## src/rtl/serial_add_sub.sv

```systemverilog
// Bit-serial WIDTH-bit adder/subtractor: one full-adder/subtractor cell plus a
// carry/borrow register, LSB first, with a start/busy/done handshake.
module serial_add_sub #(
    parameter int WIDTH = 8
) (
    input  logic             clk,
    input  logic             rst,
    input  logic             start,
    input  logic             mode,
    input  logic [WIDTH-1:0] a,
    input  logic [WIDTH-1:0] b,
    input  logic             cin,
    output logic             busy,
    output logic             done,
    output logic [WIDTH-1:0] result,
    output logic             cout,
    output logic             ovf,
    output logic             zero
);
    localparam int CW = (WIDTH > 1) ? $clog2(WIDTH) : 1;
    localparam logic [CW-1:0] LAST = CW'(WIDTH - 1);

    localparam logic [1:0] S_IDLE = 2'd0;
    localparam logic [1:0] S_RUN  = 2'd1;
    localparam logic [1:0] S_DONE = 2'd2;

    logic [1:0]       state;
    logic [WIDTH-1:0] a_sh, b_sh;
    logic             mode_r, carry, acc;
    logic [CW-1:0]    cnt;

    logic ai, bi, m1, s, c_nx, accept, last;

    // Inverting ai under subtract turns the carry term into a borrow term.
    always_comb begin
        ai     = a_sh[0];
        bi     = b_sh[0];
        m1     = mode_r ^ ai;
        s      = ai ^ bi ^ carry;
        c_nx   = (m1 & bi) | (m1 & carry) | (bi & carry);
        accept = start && (state == S_IDLE || state == S_DONE);
        last   = (cnt == LAST);
    end

    always_ff @(posedge clk) begin
        if (rst) begin
            state  <= S_IDLE;
            busy   <= 1'b0;
            done   <= 1'b0;
            result <= '0;
            cout   <= 1'b0;
            ovf    <= 1'b0;
            zero   <= 1'b0;
            a_sh   <= '0;
            b_sh   <= '0;
            mode_r <= 1'b0;
            carry  <= 1'b0;
            acc    <= 1'b0;
            cnt    <= '0;
        end else if (accept) begin
            a_sh   <= a;
            b_sh   <= b;
            mode_r <= mode;
            carry  <= cin;
            cnt    <= '0;
            acc    <= 1'b0;
            ovf    <= 1'b0;
            state  <= S_RUN;
            busy   <= 1'b1;
            done   <= 1'b0;
        end else if (state == S_RUN) begin
            result <= {s, result[WIDTH-1:1]};
            a_sh   <= a_sh >> 1;
            b_sh   <= b_sh >> 1;
            carry  <= c_nx;
            acc    <= acc | s;
            cnt    <= cnt + CW'(1);
            // MSB step: overflow is carry into the MSB xor carry out of it.
            if (last) begin
                ovf   <= carry ^ c_nx;
                cout  <= c_nx;
                zero  <= ~(acc | s);
                state <= S_DONE;
                busy  <= 1'b0;
                done  <= 1'b1;
            end
        end else begin
            state <= S_IDLE;
            done  <= 1'b0;
        end
    end
endmodule
```

## config.mk

```make
export PLATFORM = sky130hd
export DESIGN_NAME = serial_add_sub
export DESIGN_NICKNAME = d
export VERILOG_FILES = /design/src/rtl/serial_add_sub.sv
export SDC_FILE = /design/constraint.sdc
export NUM_CORES = 1
export LEC_CHECK = 0
export BUFFER_PORTS_ARGS = -buffer_cell sky130_fd_sc_hd__buf_2
export CELL_PAD_IN_SITES_DETAIL_PLACEMENT = 1
export CELL_PAD_IN_SITES_GLOBAL_PLACEMENT = 2
export CORE_UTILIZATION = 30
export DETAILED_ROUTE_END_ITERATION = 12
export PLACE_DENSITY = 0.83
export REMOVE_ABC_BUFFERS = 1
export SLEW_MARGIN = 20
export SYNTH_ARGS = -nofsm -noshare
export SYNTH_HDL_FRONTEND = slang
export SYNTH_SLANG_ARGS = --single-unit
export TNS_END_PERCENT = 5
```

## constraint.sdc

```tcl
create_clock -name clk -period 1.76 [get_ports clk]
set_clock_uncertainty 0.15 [all_clocks]
set_input_delay 0.088 -clock clk [delete_from_list [all_inputs] [get_ports clk]]
set_output_delay 0.088 -clock clk [all_outputs]
set_load 0.1 [all_outputs]
```

==> summary.txt, run 1 <==
Clock network
  • CTS tree: built
  • Cts repair resizes: 0
  • Total CTS buffers: 5
  • Cts hold-fix bufs: 18
  • H-tree depth: 2
  • CTS root buf: clkbuf_8
  • Postcts setup bufs: 0
  • Clock-pin slew on the worst setup and hold paths: 0.07 ns
  • Bufs on Longest Clock Path: 2
  • Clock latency on the worst-skew pair: 0.29 ns
  • CTS Sinks: 36

Run status
  • Failing checks: design-rule violations
  • Outcome: finished with violations

Global routing
  • First-pass GRT wire length: 6.62 mm
  • Total congestion overflow: 0
  • Initial antenna violation count: 0
  • Number of global-route vias before repair: 1499
  • Gr usage total: 16.6%
  • Pin count of the biggest net entering global routing: 29

Final layout
  • Commonest cells after routing, fill and taps aside: dfxtp_1 (36), buf_2 (33), a21oi_1 (32)
  • Area growth syn-to-layout: 36.6%
  • Non-Filler Instances: 271
  • Commonest non-fill, non-tap cell in the layout: dfxtp_1
  • N_diodes: 0
  • Share of layout cells above drive strength 1: 22.4%
  • Final #Nets: 241

Critical path
  • Delay-heaviest family, CP: compound AO/OA/AOI/OAI gates
  • Worst setup SP type: flop
  • Crit Path Category: reg2reg
  • CP endpoint kind: flop
  • Crit path buffers/inverters: 1
  • Cell Chain, Critical Path: ha_1 -> ha_1 -> nand3b_1 -> buf_4 -> a211oi_1 -> o21a_1
  • CP most frequent cell: ha_1
  • Setup crit start: cnt[0]
  • CP max FO: 6
  • Critical Path RT: 1.85 ns
  • Slowest cell on crit path: dfxtp_1
  • Max stage delay on crit path: 0.35 ns
  • Reg2reg start: cnt[0]
  • WP data arrival: 1.69 ns

Placement
  • Post-DP HPWL: 2.58 mm
  • DP Cell Count: 245
  • Place WS: 0.167 ns
  • Port Buf Inserts: 33
  • GPL Wtd Cong: 0.794

Logic synthesis
  • Synthesis Warnings: 0
  • Post-synthesis average cell area: 8.63 µm²
  • Biggest area consumer among synthesized cells: dfxtp_1
  • Largest cells by area after synthesis: dfxtp_1 (50%), a21oi_1 (11%), a22oi_1 (7.3%)
  • Post-synth cell types: 26
  • Post-Syn Area: 0.00144 mm²
  • Syn Inst Count: 167
  • Sequential area share after synthesis: 50.0%
  • Top-area cell type share of the netlist area: 50.0%
  • FF+latch count, synth: 36

STA
  • Hold Worst Slack: 0.00677 ns
  • Period Utilization, post-route: 90.9%
  • Final hold violation count: 0
  • Worst slew margin: 67.2%
  • Slew Limit Fails: 0
  • Minimum clock period: 1.60 ns
  • Fmax: 625 MHz
  • Post-route setup slack: 0.160 ns
  • Final TNS setup: 0 ns
  • RSZ-0062 raised after global routing: no
  • Measured slew at the worst slew-check pin: 0.495 ns
  • Final setup vio count: 0

Power
  • PD cells: 981 mW/mm²
  • Int Pwr: 1460 µW
  • Switching Fraction: 24.4%
  • Clock share of power: 41.0%
  • Static leakage: 0.000795 µW
  • Sw power: 472 µW
  • Comb pwr share: 13.5%
  • Worst vdd ir: 0.578 mV
  • Reg power frac: 45.4%

Worst hold path
  • Hold path start: rst
  • Worst hold path type: in2reg

Floorplan
  • Core area: 0.00447 mm²
  • Die X: 71.3 µm
  • Die H: 71.3 µm
  • Site Rows: 24
  • # IOs: 34
  • Total die area: 0.00509 mm²
  • Initial Util: 32.2%

Routing
  • DRC viols: 2
  • TritonRoute pass-1 iters: 8
  • Routed vias: 1397
  • Via density: 5.15
  • Antenna-violating nets left: 0
  • DRT iter0 DRCs: 74
  • Final WL: 3.92 mm
  • WL per Instance: 14.5 µm

Flow run
  • Max_cap viols: 0
## path summary, 6_finish.rpt
kind | cells past startpoint | end | slack, ns
worst max-delay path | 6 | ovf | 0.16
worst min-delay path | 2 | state[0] | 0.007
worst max register to register | 6 | ovf | 0.16
worst min register to register | 2 | result[0] | 0.30
## cell families (layout without fill, tap and decap cells)
family          after synthesis  count (layout)  share of synthesized area (%)
compound gates               54              54                           22.3
xor+xnor                      3               3                           2.86
fa+ha+maj                     2               2                           1.74
buf+inv                      15              67                           4.69
flops                        36              36                           50.0
mux                           1               1                          0.694
simple gates                 56              56                           17.7
## cells in the mapped netlist
cell type and instances:
a211oi_1 2, a21oi_1 32, a22oi_1 14, a31oi_1 1, buf_1 1, buf_2 6, buf_4 1, clkbuf_1 6
dfxtp_1 36, ha_1 2, inv_1 1, mux2i_1 1, nand2_1 26, nand2b_1 4, nand3_1 16, nand3b_1 1
nor2_1 5, nor2b_1 2, o211ai_1 2, o21a_1 2, o21ai_0 1, or2b_1 1, or3_1 1, xnor2_1 1
xor2_1 1, xor3_1 1
## power by group through the flow
stage          sequential, µW  clock, µW  combinational, µW
2_1_floorplan             921          0                111
3_3_place_gp              893          0                220
3_5_place_dp              897          0                232
4_1_cts                   878        817                264
5_1_grt                   884        848                285
6_report                  878        793                262
## registers in the layout, indices dropped and copies added (netlist names)
| register | cells |
|---|---|
| carry | 1 |
| a_sh | 8 |
| state | 2 |
| result | 8 |
| acc | 1 |
| b_sh | 8 |
| zero | 1 |
| cnt | 3 |
| ovf | 1 |
| cout | 1 |
| mode_r | 1 |
| busy | 1 |
## metal layers
layer | GRT usage, % | part of all wire (%) | wire length (µm)
met1 | 18.3 | 43 | 1690
met2 | 29.9 | 52 | 2020
met3 | 4.50 | 3.3 | 131
met4 | 7.11 | 2.0 | 77
met5 | 0 | 0 | 0
## per-stage QoR
stage	total power [µW]	area (µm²)	util, %
2_1_floorplan	1030	1380	-
3_3_place_gp	1110	1660	37.2
3_5_place_dp	1130	1660	37.2
4_1_cts	1960	1970	44.0
5_1_grt	2020	1970	44.0
6_report	1930	1970	44.0
## worst register-to-register path, delay by kind of cell, from the launching register on
kind                     cells  cell delay, ns
AND/OR/NAND/NOR              1            0.11
AO/OA/AOI/OAI                2            0.40
flip-flops                   1            0.35
adder cells (fa/ha/maj)      2            0.38
buffers and inverters        1            0.17
## final cells by class
cell class | count | area (µm²)
clock inverters | 1 | 30.0
inverters | 1 | 3.75
multi-input cells | 116 | 656
repair buffers | 58 | 398
clock buffers | 7 | 96.3
fillers | 531 | 2500
well taps | 52 | 65.1
flip-flops and latches | 36 | 721
(Power assumes the default switching activity.)
==> inputs of run 2 (changes only) <==
Settings changed: BUFFER_PORTS_ARGS -buffer_cell sky130_fd_sc_hd__buf_2 to -buffer_cell sky130_fd_sc_hd__buf_4.
==> run 2 against run 1 <==
  * The flow still finishes with violations (design-rule violations)
  * Sequential power about the same
  * Critical path depth decreased by 1
  * Global-route usage barely moved
  * Utilization increased by 1.4 points
  * Via count is 1.3% lower
  * Sequential share of layout area is 1.1 points lower
  * Setup slack better by 0.035 ns
  * Cell count increased by 0.74%
  * Non-clock buffer count increased by 2
  * Clock-buffer cell count grew 1
  * Critical endpoint is now zero
  * Largest cell class unchanged
==> summary.txt, run 2 (synthesis gave the netlist of run 1 again) <==
Run status
  • Outcome: finished with violations
  • Failing checks: design-rule violations

Power
  • Clock share of power: 34.0%
  • Comb pwr share: 16.0%
  • Worst vdd ir: 0.337 mV
  • Sw power: 457 µW
  • Overall Power: 1760 µW
  • PD cells: 865 mW/mm²
  • Int Pwr: 1300 µW
  • Reg power frac: 50.0%
  • Static leakage: 0.000801 µW
  • Switching Fraction: 26.0%

Final layout
  • Finished Cell Area: 0.00203 mm²
  • Area growth syn-to-layout: 40.9%
  • Regs by FF count: a_sh: 8 flops, b_sh: 8 flops, result: 8 flops
  • Final #Nets: 243
  • Commonest cells after routing, fill and taps aside: buf_4 (42), dfxtp_1 (36), a21oi_1 (32)
  • Commonest non-fill, non-tap cell in the layout: buf_4
  • N_diodes: 0
  • Area of the multi-input gates: 656 µm²
  • Fillers: 530
  • Share of layout cells above drive strength 1: 22.2%
  • Register area: 721 µm²
  • Non-Filler Instances: 273

Critical path
  • Worst setup SP type: flop
  • CP most frequent cell: ha_1
  • Slowest cell on crit path: dfxtp_1
  • Cell Chain, Critical Path: ha_1 -> ha_1 -> nand3b_1 -> or3_1 -> a21oi_1
  • CP endpoint kind: flop
  • Crit path buffers/inverters: 0
  • WP data arrival: 1.62 ns
  • CP max FO: 3
  • Max stage delay on crit path: 0.35 ns
  • Crit Path Category: reg2reg
  • Critical Path RT: 1.81 ns
  • Delay-heaviest family, CP: simple AND/OR/NAND/NOR gates

Global routing
  • Pin count of the biggest net entering global routing: 34
  • Initial antenna violation count: 0
  • Number of global-route vias before repair: 1450
  • Gr usage total: 16.6%
  • Total congestion overflow: 0
  • First-pass GRT wire length: 6.57 mm

Floorplan
  • # IOs: 34
  • Core area: 0.00447 mm²
  • Initial Util: 32.2%
  • Die X: 71.3 µm
  • Die H: 71.3 µm
  • Site Rows: 24
  • Total die area: 0.00509 mm²

Placement
  • Port Buf Inserts: 33
  • Place WS: 0.180 ns
  • Post-DP HPWL: 2.56 mm
  • Placed instance area: 0.00176 mm²
  • GPL Wtd Cong: 0.780
  • DP Cell Count: 247

Routing
  • Routed vias: 1379
  • DRT iter0 DRCs: 39
  • DRC viols: 2
  • Antenna-violating nets left: 0
  • Final WL: 3.81 mm
  • WL per Instance: 14.0 µm
  • TritonRoute pass-1 iters: 8
  • Via density: 5.05

Clock network
  • CTS root buf: clkbuf_8
  • Total CTS buffers: 5
  • CTS tree: built
  • H-tree depth: 2
  • CTS Sinks: 36
  • Clock-pin slew on the worst setup and hold paths: 0.07 ns
  • Bufs on Longest Clock Path: 2
  • Clock latency on the worst-skew pair: 0.28 ns

STA
  • Fmax: 639 MHz
  • Minimum clock period: 1.56 ns
  • Final TNS setup: 0 ns
  • Final setup vio count: 0
  • RSZ-0062 raised after global routing: no
  • Worst slew margin: 71.2%
  • Post-route setup slack: 0.196 ns
  • Measured slew at the worst slew-check pin: 0.432 ns
  • Period Utilization, post-route: 88.9%
  • Final hold violation count: 0
  • Slew Limit Fails: 0

Worst hold path
  • Worst hold path type: in2reg

Flow run
  • Max_cap viols: 0
==> run 2: cell count changes in the layout (fill, tap and decap cells not counted), sizes merged <==
cell,change
buf,+2
bufinv,-1
clkbuf,+1
==> run 2: worst paths after layout <==
check / from / end / slack [ns] / cells past startpoint
worst min-delay path: rst / busy / 0.05 / 2
worst min register to register: result[0] / result[0] / 0.31 / 2
worst max-delay path: cnt[0] / zero / 0.20 / 5
worst max register to register: cnt[0] / zero / 0.20 / 5
==> run 2: through the flow <==
stage	hold slack [ns]	util, %
after floorplan	0.00707	-
after global routing	0.0533	45.4
after global placement	0.185	39.3
after detailed placement	0.195	39.3
after CTS	0.0438	45.4
final	0.0451	45.4
==> run 2: metal layers <==
layer	up-vias	share of wire (%)	GRT usage, %
li1	687	-	-
met1	660	43	18.9
met2	29	53	30.9
met3	3	3.2	3.38
met4	0	0.50	5.33
met5	-	0	0
==> run 2: worst reg2reg max path: cells and delay by family (launching register included) <==
family | cells | cell delay (ns)
flip-flops | 1 | 0.35
AND/OR/NAND/NOR | 2 | 0.45
adder cells (fa/ha/maj) | 2 | 0.35
AO/OA/AOI/OAI | 1 | 0.18
==> run 2: layout make-up <==
type | instances | area share, %
clock buffers | 8 | 4.44
inverters | 1 | 0.185
multi-input cells | 116 | 32.3
flip-flops and latches | 36 | 35.5
well taps | 52 | 3.20
repair buffers | 60 | 24.4
==> run 2: power by group through the flow <==
| stage | clock network (µW) | logic (µW) | registers [µW] |
|---|---|---|---|
| floorplan | 0 | 111 | 921 |
| global placement | 0 | 242 | 894 |
| detailed placement | 0 | 251 | 897 |
| CTS | 630 | 283 | 878 |
| global route | 666 | 310 | 884 |
| finish | 598 | 280 | 878 |
==> run 2: timing repair <==
item	4_1_cts	5_1_grt
hold buffers	18	0
gates resized for setup	0	0
endpoints found under the hold margin	18	0
setup buffers	0	0
